<file path="config.mk">
export PLATFORM = sky130hd
export DESIGN_NAME = seq_divider_32bit
export DESIGN_NICKNAME = d
export VERILOG_FILES = /design/src/rtl/div_pkg.sv /design/src/rtl/div_sub_step.sv /design/src/rtl/seq_divider_32bit.sv
export SDC_FILE = /design/constraint.sdc
export NUM_CORES = 1
export LEC_CHECK = 0
export CORE_MARGIN = 2
export CORE_UTILIZATION = 30
export DETAILED_ROUTE_END_ITERATION = 12
export GPL_TIMING_DRIVEN = 1
export MAX_ROUTING_LAYER = met4
export PLACE_DENSITY_LB_ADDON = 0.15
export SETUP_SLACK_MARGIN = 0.2
export SLEW_MARGIN = 25
export SYNTH_ARGS = -nofsm -noshare
export SYNTH_HDL_FRONTEND = slang
export SYNTH_SLANG_ARGS = --single-unit
</file>
<file path="constraint.sdc">
create_clock -name i_clk -period 2.95 [get_ports i_clk]
set_input_delay 0.4425 -clock i_clk [delete_from_list [all_inputs] [get_ports i_clk]]
set_output_delay 0.4425 -clock i_clk [all_outputs]
set_load 0.01 [all_outputs]
</file>
<file path="src/rtl/div_pkg.sv">
// Shared constants and types for the sequential 32-bit divider.
// Holds the op and FSM encodings plus a conditional-negate helper.
package div_pkg;

  localparam int XLEN        = 32;
  localparam int DIV_ITER    = 32;
  localparam int DIV_LATENCY = 33;
  localparam int CNT_W       = 5;

  typedef enum logic [1:0] {
    OP_DIV  = 2'b00,
    OP_DIVU = 2'b01,
    OP_REM  = 2'b10,
    OP_REMU = 2'b11
  } div_op_e;

  typedef enum logic [1:0] {
    ST_IDLE = 2'b00,
    ST_CALC = 2'b01,
    ST_DONE = 2'b10
  } div_state_e;

  function automatic logic [XLEN-1:0] cond_neg(input logic [XLEN-1:0] v, input logic neg);
    return neg ? (~v + 1'b1) : v;
  endfunction

endpackage

</file>
<file path="src/rtl/div_sub_step.sv">
// Combinational trial subtract for one restoring-division step.
// Borrow is the sign of the zero-extended difference.
module div_sub_step #(
  parameter int W = 32
) (
  input  logic [W:0]   partial_rem,
  input  logic [W-1:0] divisor,
  output logic [W:0]   diff,
  output logic         borrow
);

  logic [W+1:0] full;

  assign full   = {1'b0, partial_rem} - {2'b00, divisor};
  assign diff   = full[W:0];
  assign borrow = full[W+1];

endmodule

</file>
<file path="src/rtl/seq_divider_32bit.sv">
// Sequential restoring divider: one quotient bit per cycle, fixed 33-cycle latency.
// Valid/ready: a request is taken only when o_busy=0 and i_start=1 on a rising edge; o_valid is a one-cycle result strobe.
module seq_divider_32bit #(
  parameter int XLEN = div_pkg::XLEN
) (
  input  logic            i_clk,
  input  logic            i_reset,
  input  logic            i_start,
  input  logic [1:0]      i_op,
  input  logic [XLEN-1:0] i_dividend,
  input  logic [XLEN-1:0] i_divisor,
  output logic            o_busy,
  output logic            o_valid,
  output logic [XLEN-1:0] o_result,
  output logic            o_div_by_zero
);

  import div_pkg::*;

  div_state_e       state_q, state_d;
  logic [CNT_W-1:0] cnt_q, cnt_d;
  div_op_e          op_q, op_d;
  logic             a_neg_q, a_neg_d;
  logic             b_neg_q, b_neg_d;
  logic             dbz_q, dbz_d;
  logic             ovf_q, ovf_d;
  logic [XLEN-1:0]  divisor_q, divisor_d;
  logic [XLEN-1:0]  rem_q, rem_d;
  logic [XLEN-1:0]  quo_q, quo_d;
  logic [XLEN-1:0]  result_q, result_d;
  logic             valid_q, valid_d;
  logic             dbz_out_q, dbz_out_d;

  logic [XLEN:0]    partial;
  logic [XLEN:0]    diff;
  logic             borrow;
  logic             unused_diff_msb;
  logic             signed_op;
  logic [XLEN-1:0]  quo_fix;
  logic [XLEN-1:0]  rem_fix;
  logic [XLEN-1:0]  final_res;

  assign partial         = {rem_q, quo_q[XLEN-1]};
  // With no borrow the difference is below the divisor, so its MSB is always 0.
  assign unused_diff_msb = diff[XLEN];

  div_sub_step #(.W(XLEN)) u_sub (
    .partial_rem (partial),
    .divisor     (divisor_q),
    .diff        (diff),
    .borrow      (borrow)
  );

  assign signed_op = ~i_op[0];
  assign quo_fix   = cond_neg(quo_q, (op_q == OP_DIV) && (a_neg_q ^ b_neg_q));
  assign rem_fix   = cond_neg(rem_q, (op_q == OP_REM) && a_neg_q);

  // On divide-by-zero the remainder path naturally reproduces the dividend.
  always_comb begin
    final_res = '0;
    unique case (op_q)
      OP_DIV, OP_DIVU: begin
        if (dbz_q)      final_res = '1;
        else if (ovf_q) final_res = {1'b1, {(XLEN-1){1'b0}}};
        else            final_res = quo_fix;
      end
      OP_REM, OP_REMU: begin
        if (dbz_q)      final_res = rem_fix;
        else if (ovf_q) final_res = '0;
        else            final_res = rem_fix;
      end
      default: final_res = '0;
    endcase
  end

  always_comb begin
    state_d   = state_q;
    cnt_d     = cnt_q;
    op_d      = op_q;
    a_neg_d   = a_neg_q;
    b_neg_d   = b_neg_q;
    dbz_d     = dbz_q;
    ovf_d     = ovf_q;
    divisor_d = divisor_q;
    rem_d     = rem_q;
    quo_d     = quo_q;
    result_d  = result_q;
    valid_d   = 1'b0;
    dbz_out_d = dbz_out_q;
    unique case (state_q)
      ST_IDLE: begin
        if (i_start) begin
          state_d   = ST_CALC;
          cnt_d     = '0;
          op_d      = div_op_e'(i_op);
          a_neg_d   = signed_op & i_dividend[XLEN-1];
          b_neg_d   = signed_op & i_divisor[XLEN-1];
          quo_d     = cond_neg(i_dividend, signed_op & i_dividend[XLEN-1]);
          divisor_d = cond_neg(i_divisor, signed_op & i_divisor[XLEN-1]);
          rem_d     = '0;
          dbz_d     = (i_divisor == '0);
          ovf_d     = signed_op && (i_dividend == {1'b1, {(XLEN-1){1'b0}}}) && (i_divisor == '1);
        end
      end
      ST_CALC: begin
        rem_d = borrow ? partial[XLEN-1:0] : diff[XLEN-1:0];
        quo_d = {quo_q[XLEN-2:0], ~borrow};
        cnt_d = cnt_q + 1'b1;
        if (cnt_q == CNT_W'(DIV_ITER - 1)) state_d = ST_DONE;
      end
      ST_DONE: begin
        // First DONE cycle registers the result; the strobe cycle then returns to IDLE.
        if (!valid_q) begin
          valid_d   = 1'b1;
          result_d  = final_res;
          dbz_out_d = dbz_q;
        end else begin
          state_d = ST_IDLE;
        end
      end
      default: state_d = ST_IDLE;
    endcase
  end

  always_ff @(posedge i_clk) begin
    if (i_reset) begin
      state_q   <= ST_IDLE;
      cnt_q     <= '0;
      op_q      <= OP_DIV;
      a_neg_q   <= 1'b0;
      b_neg_q   <= 1'b0;
      dbz_q     <= 1'b0;
      ovf_q     <= 1'b0;
      divisor_q <= '0;
      rem_q     <= '0;
      quo_q     <= '0;
      result_q  <= '0;
      valid_q   <= 1'b0;
      dbz_out_q <= 1'b0;
    end else begin
      state_q   <= state_d;
      cnt_q     <= cnt_d;
      op_q      <= op_d;
      a_neg_q   <= a_neg_d;
      b_neg_q   <= b_neg_d;
      dbz_q     <= dbz_d;
      ovf_q     <= ovf_d;
      divisor_q <= divisor_d;
      rem_q     <= rem_d;
      quo_q     <= quo_d;
      result_q  <= result_d;
      valid_q   <= valid_d;
      dbz_out_q <= dbz_out_d;
    end
  end

  assign o_busy        = (state_q != ST_IDLE);
  assign o_valid       = valid_q;
  assign o_result      = result_q;
  assign o_div_by_zero = dbz_out_q;

endmodule
</file>
==> impl_metrics.csv, run 1 <==
group,metric,value,unit
sta,skew,0.0185,ns
logic_synthesis,ys_top_cells_by_count,"143 x dfxtp_1, 143 x nor2_1, 127 x a21oi_1",
floorplan,rows,67,
flow_run,drv_cap,0,
route,drc,0,
clock_tree,clkTransAtPathRegs,0.07,ns
worst_setup_path,worstPathRequired,3.34,ns
route,drt_pass1_iterations,6,
route,vias,10200,
worst_setup_path,crit_buf_inv,1,
cells_and_area,area_delta_synth_final,31.3,%
worst_setup_path,path_common_cell,"or4_4",
clock_tree,clockRootBuffer,"clkbuf_16",
floorplan,start_util,30.4,%
pwr,seqPwrFrac,36.5,%
clock_tree,cts_buffers,17,
logic_synthesis,syn_inst,1339,
logic_synthesis,ys.flop_type,"dfxtp_1",
global_route,grtUsageTotal,19.7,%
floorplan,coreArea,33400,sq um
sta,finalCritPeriodShare,95.2,%
sta,slew_headroom,42.5,%
sta,max_freq,0.356,GHz
cells_and_area,multi_input_area,7030,sq um
hold_path,hp-start,"o_result[1]$_SDFFE_PP0P_",
logic_synthesis,synth_top_cell_area_share,28.2,%
sta,setup_viol,0,
sta,period_needed,2.81,ns
clock_tree,clockBufferDepth,2,
route,route.met3.wl,1040,microns
outcome,status,"complete, no violations",
cells_and_area,nets,1612,
logic_synthesis,yosys.area.top_type,"dfxtp_1",
logic_synthesis,synth_area,10100,sq um
placement,port_buffers,103,
route,route.final.wire_length,34300,microns
route,drt_iter0_drc,663,
worst_setup_path,cp-start-kind,"register",
cells_and_area,drive_gt1_share,14.8,%
floorplan,die_y,188,microns
placement,place_congestion,0.885,
hold_path,hold_depth,2,
pwr,power_switching,0.00188,W
worst_setup_path,crit_slowest_cell,"or4_4",
logic_synthesis,synth_warnings,0,
cells_and_area,diodes,0,
pwr,pwr-share-comb,24.2,%
worst_setup_path,rr_endpoint,"o_result[13]$_SDFFE_PP0P_",
clock_tree,htreeDepth,4,
worst_setup_path,r2r_setup_slack,0.14,ns
clock_tree,cts_num_sinks,143,
route,post_drt_wl_per_cell,17.4,microns
logic_synthesis,synth_enable_flop_cells,0,
worst_setup_path,path_max_fanout,3,
worst_setup_path,critical_path.startpoint,"quo_q[4]$_SDFFE_PP0P_",
logic_synthesis,synth_nets,1448,
pwr,intPower,0.00392,W
pwr,swShare,32.4,%
worst_setup_path,crit_path_max_incr_delay,0.54,ns
worst_setup_path,path_cells,"or4_4, or3_4, or4_4, o41ai_4, xnor2_2, nor3_2, a211oi_2, buf_4, a21o_1",
sta,setup_ws,0.140,ns
placement,dpl.cell_count,1925,
cells_and_area,ff_latch_area,2870,sq um
logic_synthesis,synth_area_leaders,"dfxtp_1 28%, xor2_1 6.4%, a21oi_1 6.3%",
clock_tree,clk_latency,0.44,ns
clock_tree,cts_tree,"done",
global_route,grt_overflow,0,
cells_and_area,n_fill_cell,3582,
sta,grt_setup_unrepaired,"yes",
global_route,grt_pass1_wl,53700,microns
hold_path,hold_class,"reg -> reg",
logic_synthesis,synth_seq_cells,143,
sta,worst_pin_slew,0.862,ns
route,ant_nets,0,
pwr,pwr_density_cell,436,nW/um^2
worst_setup_path,endpoint_kind,"register",
worst_setup_path,reg2regPathDepth,9,
worst_setup_path,reg2reg_from,"quo_q[4]$_SDFFE_PP0P_",
sta,whs,0.453,ns
route,routed_via_density,5.21,
cells_and_area,instances_no_fill,1964,
logic_synthesis,ys_seq_area_share,28.2,%
pwr,power.total,0.00580,W
sta,slew_viol_final,0,
clock_tree,ctsHoldBuffers,0,
route,wirelength_met1,17400,microns
placement,dp_slack,-0.119,ns
pwr,ir_drop,0.341,mV
worst_setup_path,crit_family,"simple AND/OR/NAND/NOR gates",
route,wl_met2,15400,microns
floorplan,die-area,35300,sq um
logic_synthesis,syn_avg_cell_area,7.57,sq um
pwr,power_leakage,5.12,nW
logic_synthesis,yosysUniqueCellTypes,66,
hold_path,worstHoldEndpoint,"o_result[1]$_SDFFE_PP0P_",
pwr,clkPwrFrac,39.3,%
floorplan,die_w,188,microns
global_route,antenna_found_initial,0,
sta,hold_viol,0,
global_route,grt_max_degree,92,
worst_setup_path,path_class,"reg -> reg",
placement,dp_hpwl,26700,microns
floorplan,pin_count,104,
global_route,grt_pass1_vias,9822,
worst_setup_path,arrival,3.20,ns
route,top_layer_used,"met4",
logic_synthesis,async_flop_share,0,%
cell type report:
| class | instances | area share, % |
|---|---|---|
| timing repair buffer | 230 | 15.3 |
| inverter | 56 | 1.58 |
| sequential | 143 | 21.5 |
| tap | 448 | 4.21 |
| multi-input combinational | 1055 | 52.8 |
| clock buffer | 17 | 3.20 |
| clock inverter | 15 | 1.36 |
what timing repair did:
item | 4_1_cts | 5_1_grt
endpoints found under the hold margin | 0 | 0
setup buffers | 0 | 6
resized for setup | 11 | 51
pin swaps | 5 | 31
gates cloned | 0 | 1
endpoints found under the setup margin | 27 | 48
worst register-to-register path, cell delays in order (launching register included):
cell	delay, ns
dfxtp_2	0.32
or4_4	0.54
or3_4	0.34
or4_4	0.44
o41ai_4	0.35
xnor2_2	0.17
nor3_2	0.06
a211oi_2	0.30
buf_4	0.16
a21o_1	0.07
state kept, by name, indices dropped and copies added, names as in the netlist:
register	cells
divisor_q	32
o_result	32
quo_q	32
rem_q	32
cnt_q	5
op_q	2
state_q	2
a_neg_q	1
b_neg_q	1
dbz_q	1
o_div_by_zero	1
o_valid	1
ovf_q	1
kinds of logic after synthesis:
logic type               count (synthesis)  share of synthesized area, %
buffers and inverters                  141                          5.42
flip-flops                             143                          28.2
AND/OR/NAND/NOR                        423                          20.0
AO/OA/AOI/OAI                          430                          27.1
adder cells (fa/ha/maj)                 40                          5.01
XOR/XNOR                               141                          12.2
multiplexers                            21                          2.09
per-stage QoR:
stage / util (%) / setup TNS, ns / cell area, sq um
CTS: 39.0 / 0 / 13000
finish: 39.9 / 0 / 13300
detailed placement: 37.0 / -0.876 / 12300
floorplan: - / 0 / 10100
global placement: 37.0 / -0.737 / 12300
global route: 39.9 / 0 / 13300
worst max path at each step:
stage | endpoint | slack [ns] | cells after the start
detailed placement | divisor_q[25]$_SDFFE_PP0P_ | -0.12 | 10
floorplan | rem_q[28]$_SDFFE_PP0P_ | 0.21 | 10
global route | o_result[13]$_SDFFE_PP0P_ | 0.06 | 9
CTS | o_result[13]$_SDFFE_PP0P_ | 0.16 | 9
finish | o_result[13]$_SDFFE_PP0P_ | 0.14 | 9
global placement | divisor_q[30]$_SDFFE_PP0P_ | -0.14 | 12
power by group through the flow:
stage               clock network, W  logic [W]  registers, W
floorplan                          0   0.000833       0.00212
global placement                   0    0.00131       0.00215
detailed placement                 0    0.00132       0.00216
CTS                          0.00232    0.00133       0.00211
global route                 0.00241    0.00155       0.00213
finish                       0.00228    0.00140       0.00212
cells in the final DEF, fill, tap and decap left out, types with 20 or more instances in the layout:
cell type / instances
dfxtp_1: 139
nand3_1: 21
mux2i_1: 20
clkdlybuf4s50_1: 102
a21oi_1: 124
ha_1: 36
nand2_1: 114
a211oi_1: 47
xor2_1: 74
xnor2_1: 65
a22oi_1: 28
inv_1: 53
nor2_1: 141
o21ai_0: 90
buf_4: 124
nor3_1: 27
routing by layer:
metal	global-route usage [%]	vias up
met2	30.6	202
met5	-	-
met3	2.32	31
li1	-	5200
met4	4.88	0
met1	27.1	4792
No activity file was read; power rests on OpenSTA's default activity.
==> inputs of run 2 (changes only) <==
CTS_CLUSTER_SIZE = 40   (was unset)
==> results of run 2 <==
Final layout, timing and power as in run 1 (identical DEF).
==> inputs of run 3 (changes only) <==
HOLD_SLACK_MARGIN = 0.15   (was unset)
PLACE_DENSITY = 0.59   (was unset)
PLACE_DENSITY_LB_ADDON = unset   (was 0.15)
==> run 3 against run 2 <==
- first-iteration DRC count increased by 0.30%
- hold slack improved by 0.0026 ns
- critical path depth is the same
- die area stayed put
==> impl_metrics.csv, run 3 (synthesis results as in run 1) <==
group,metric,value,unit
outcome,status,"complete, no violations",
global_route,grt_overflow,0,
worst_setup_path,worstPathRequired,3.29,ns
sta,finalCritPeriodShare,94.2,%
route,route.final.wire_length,33800,microns
worst_setup_path,r2r_setup_slack,0.17,ns
global_route,grt_pass1_vias,9855,
sta,worst_pin_slew,0.846,ns
placement,dpl.cell_count,1930,
clock_tree,cts_buffers,17,
route,vias,10400,
sta,setup_ws,0.172,ns
route,drt_iter0_drc,665,
pwr,pwr_density_cell,423,nW/um^2
pwr,ir_drop,0.413,mV
worst_setup_path,critical_path.endpoint,"o_result[18]$_SDFFE_PP0P_",
global_route,grtUsageTotal,19.1,%
global_route,antenna_found_initial,0,
clock_tree,clk_latency,0.43,ns
floorplan,start_util,30.4,%
placement,dp_slack,-0.173,ns
worst_setup_path,cp-start-kind,"register",
sta,hold_viol,0,
worst_setup_path,crit_slowest_cell,"or4_4",
floorplan,pin_count,104,
route,drt_pass1_iterations,5,
worst_setup_path,rr_endpoint,"o_result[18]$_SDFFE_PP0P_",
floorplan,coreArea,33400,sq um
hold_path,hold_class,"reg -> reg",
clock_tree,ctsHoldBuffers,0,
clock_tree,cts_tree,"done",
worst_setup_path,path_class,"reg -> reg",
cells_and_area,diodes,0,
cells_and_area,drive_gt1_share,15.3,%
sta,slew_viol_final,0,
clock_tree,clkTransAtPathRegs,0.06,ns
sta,grt_setup_unrepaired,"yes",
route,post_drt_wl_per_cell,17.2,microns
worst_setup_path,crit_family,"simple AND/OR/NAND/NOR gates",
sta,setup_viol,0,
floorplan,die-area,35300,sq um
cells_and_area,instances_no_fill,1967,
sta,period_needed,2.78,ns
route,routed_via_density,5.28,
sta,tns,0,ns
cells_and_area,mostFrequentLayoutCells,"140 x nor2_1, 135 x dfxtp_1, 128 x buf_4, 124 x a21oi_1, 114 x nand2_1",
pwr,power_leakage,5.14,nW
worst_setup_path,crit_path_max_incr_delay,0.58,ns
global_route,grt_pass1_wl,52400,microns
cells_and_area,mostFrequentLayoutCell,"nor2_1",
pwr,power.total,0.00564,W
cells_and_area,nets,1616,
route,drc,0,
floorplan,rows,67,
flow_run,drv_cap,0,
route,ant_nets,0,
floorplan,die_w,188,microns
worst_setup_path,arrival,3.12,ns
hold_path,hold_depth,2,
placement,place_congestion,0.906,
worst_setup_path,endpoint_kind,"register",
floorplan,die_y,188,microns
clock_tree,clockBufferDepth,2,
sta,skew,0.00930,ns
clock_tree,cts_num_sinks,143,
worst_setup_path,critical_path.startpoint,"quo_q[2]$_SDFFE_PP0P_",
worst_setup_path,path_max_fanout,5,
global_route,grt_max_degree,82,
placement,dp_hpwl,26200,microns
cells_and_area,area_delta_synth_final,31.5,%
clock_tree,clockRootBuffer,"clkbuf_16",
placement,port_buffers,103,
clock_tree,htreeDepth,4,
sta,slew_headroom,43.6,%
worst_setup_path,path_depth,9,
sta,max_freq,0.360,GHz
worst_setup_path,reg2reg_from,"quo_q[2]$_SDFFE_PP0P_",
worst_setup_path,reg2regPathDepth,9,
worst_setup_path,crit_buf_inv,1,
worst_setup_path,path_cells,"or4_4, or3_4, buf_4, nor4_1, nor2b_1, nor2_1, xor2_1, o21ai_0, a211oi_1",
run 3: per-stage QoR:
step / hold slack, ns / utilization [%] / area (sq um)
after floorplan: 0.432 / - / 10100
after global routing: 0.473 / 40.0 / 13300
after CTS: 0.459 / 39.0 / 13000
final: 0.455 / 40.0 / 13300
after global placement: 0.444 / 37.1 / 12400
after detailed placement: 0.445 / 37.1 / 12400
run 3: power by group:
part	switching, W	internal (W)	leakage [nW]	total [W]
Combinational	0.000780	0.000615	3.69	0.00139
Sequential	0.0000989	0.00202	1.17	0.00212
Clock	0.000846	0.00128	0.279	0.00213
run 3: worst reg2reg max path, delay by kind of cell (launching register included):
family	cells	cell delay, ns
AO/OA/AOI/OAI	2	0.31
XOR/XNOR	1	0.22
buffers and inverters	1	0.15
flip-flops	1	0.32
AND/OR/NAND/NOR	5	1.71
run 3: final cells by class:
cell class,count,area (sq um)
well taps,448,561
clock buffers,21,460
flip-flops and latches,143,2870
repair buffers,234,2060
multi-input cells,1055,7060
inverters,56,210
fillers,3505,20000
clock inverters,10,113
run 3: how the worst min path moves through the flow:
stage,start,end,slack (ns)
2_1_floorplan,divisor_q[31]$_SDFFE_PP0P_,divisor_q[31]$_SDFFE_PP0P_,0.43
3_3_place_gp,o_result[26]$_SDFFE_PP0P_,o_result[26]$_SDFFE_PP0P_,0.44
3_5_place_dp,o_result[13]$_SDFFE_PP0P_,o_result[13]$_SDFFE_PP0P_,0.44
4_1_cts,o_result[13]$_SDFFE_PP0P_,o_result[13]$_SDFFE_PP0P_,0.46
5_1_grt,i_reset,rem_q[30]$_SDFFE_PP0P_,0.47
6_report,o_result[1]$_SDFFE_PP0P_,o_result[1]$_SDFFE_PP0P_,0.46
run 3: per-layer routing:
layer  global-route usage, %  wire, microns  vias up
met5                       -              0        -
met4                    5.97            787        0
met3                    2.28           1200       48
met2                    30.1          15500      255
met1                    25.4          16300     4896
li1                        -              -     5186
run 3: timing repair:
| action | 4_1_cts | 5_1_grt |
|---|---|---|
| resized for setup | 13 | 59 |
| cloned | 0 | 1 |
| buffers inserted | 0 | 5 |
| endpoints found under the setup margin | 25 | 55 |
| pin swaps | 2 | 19 |
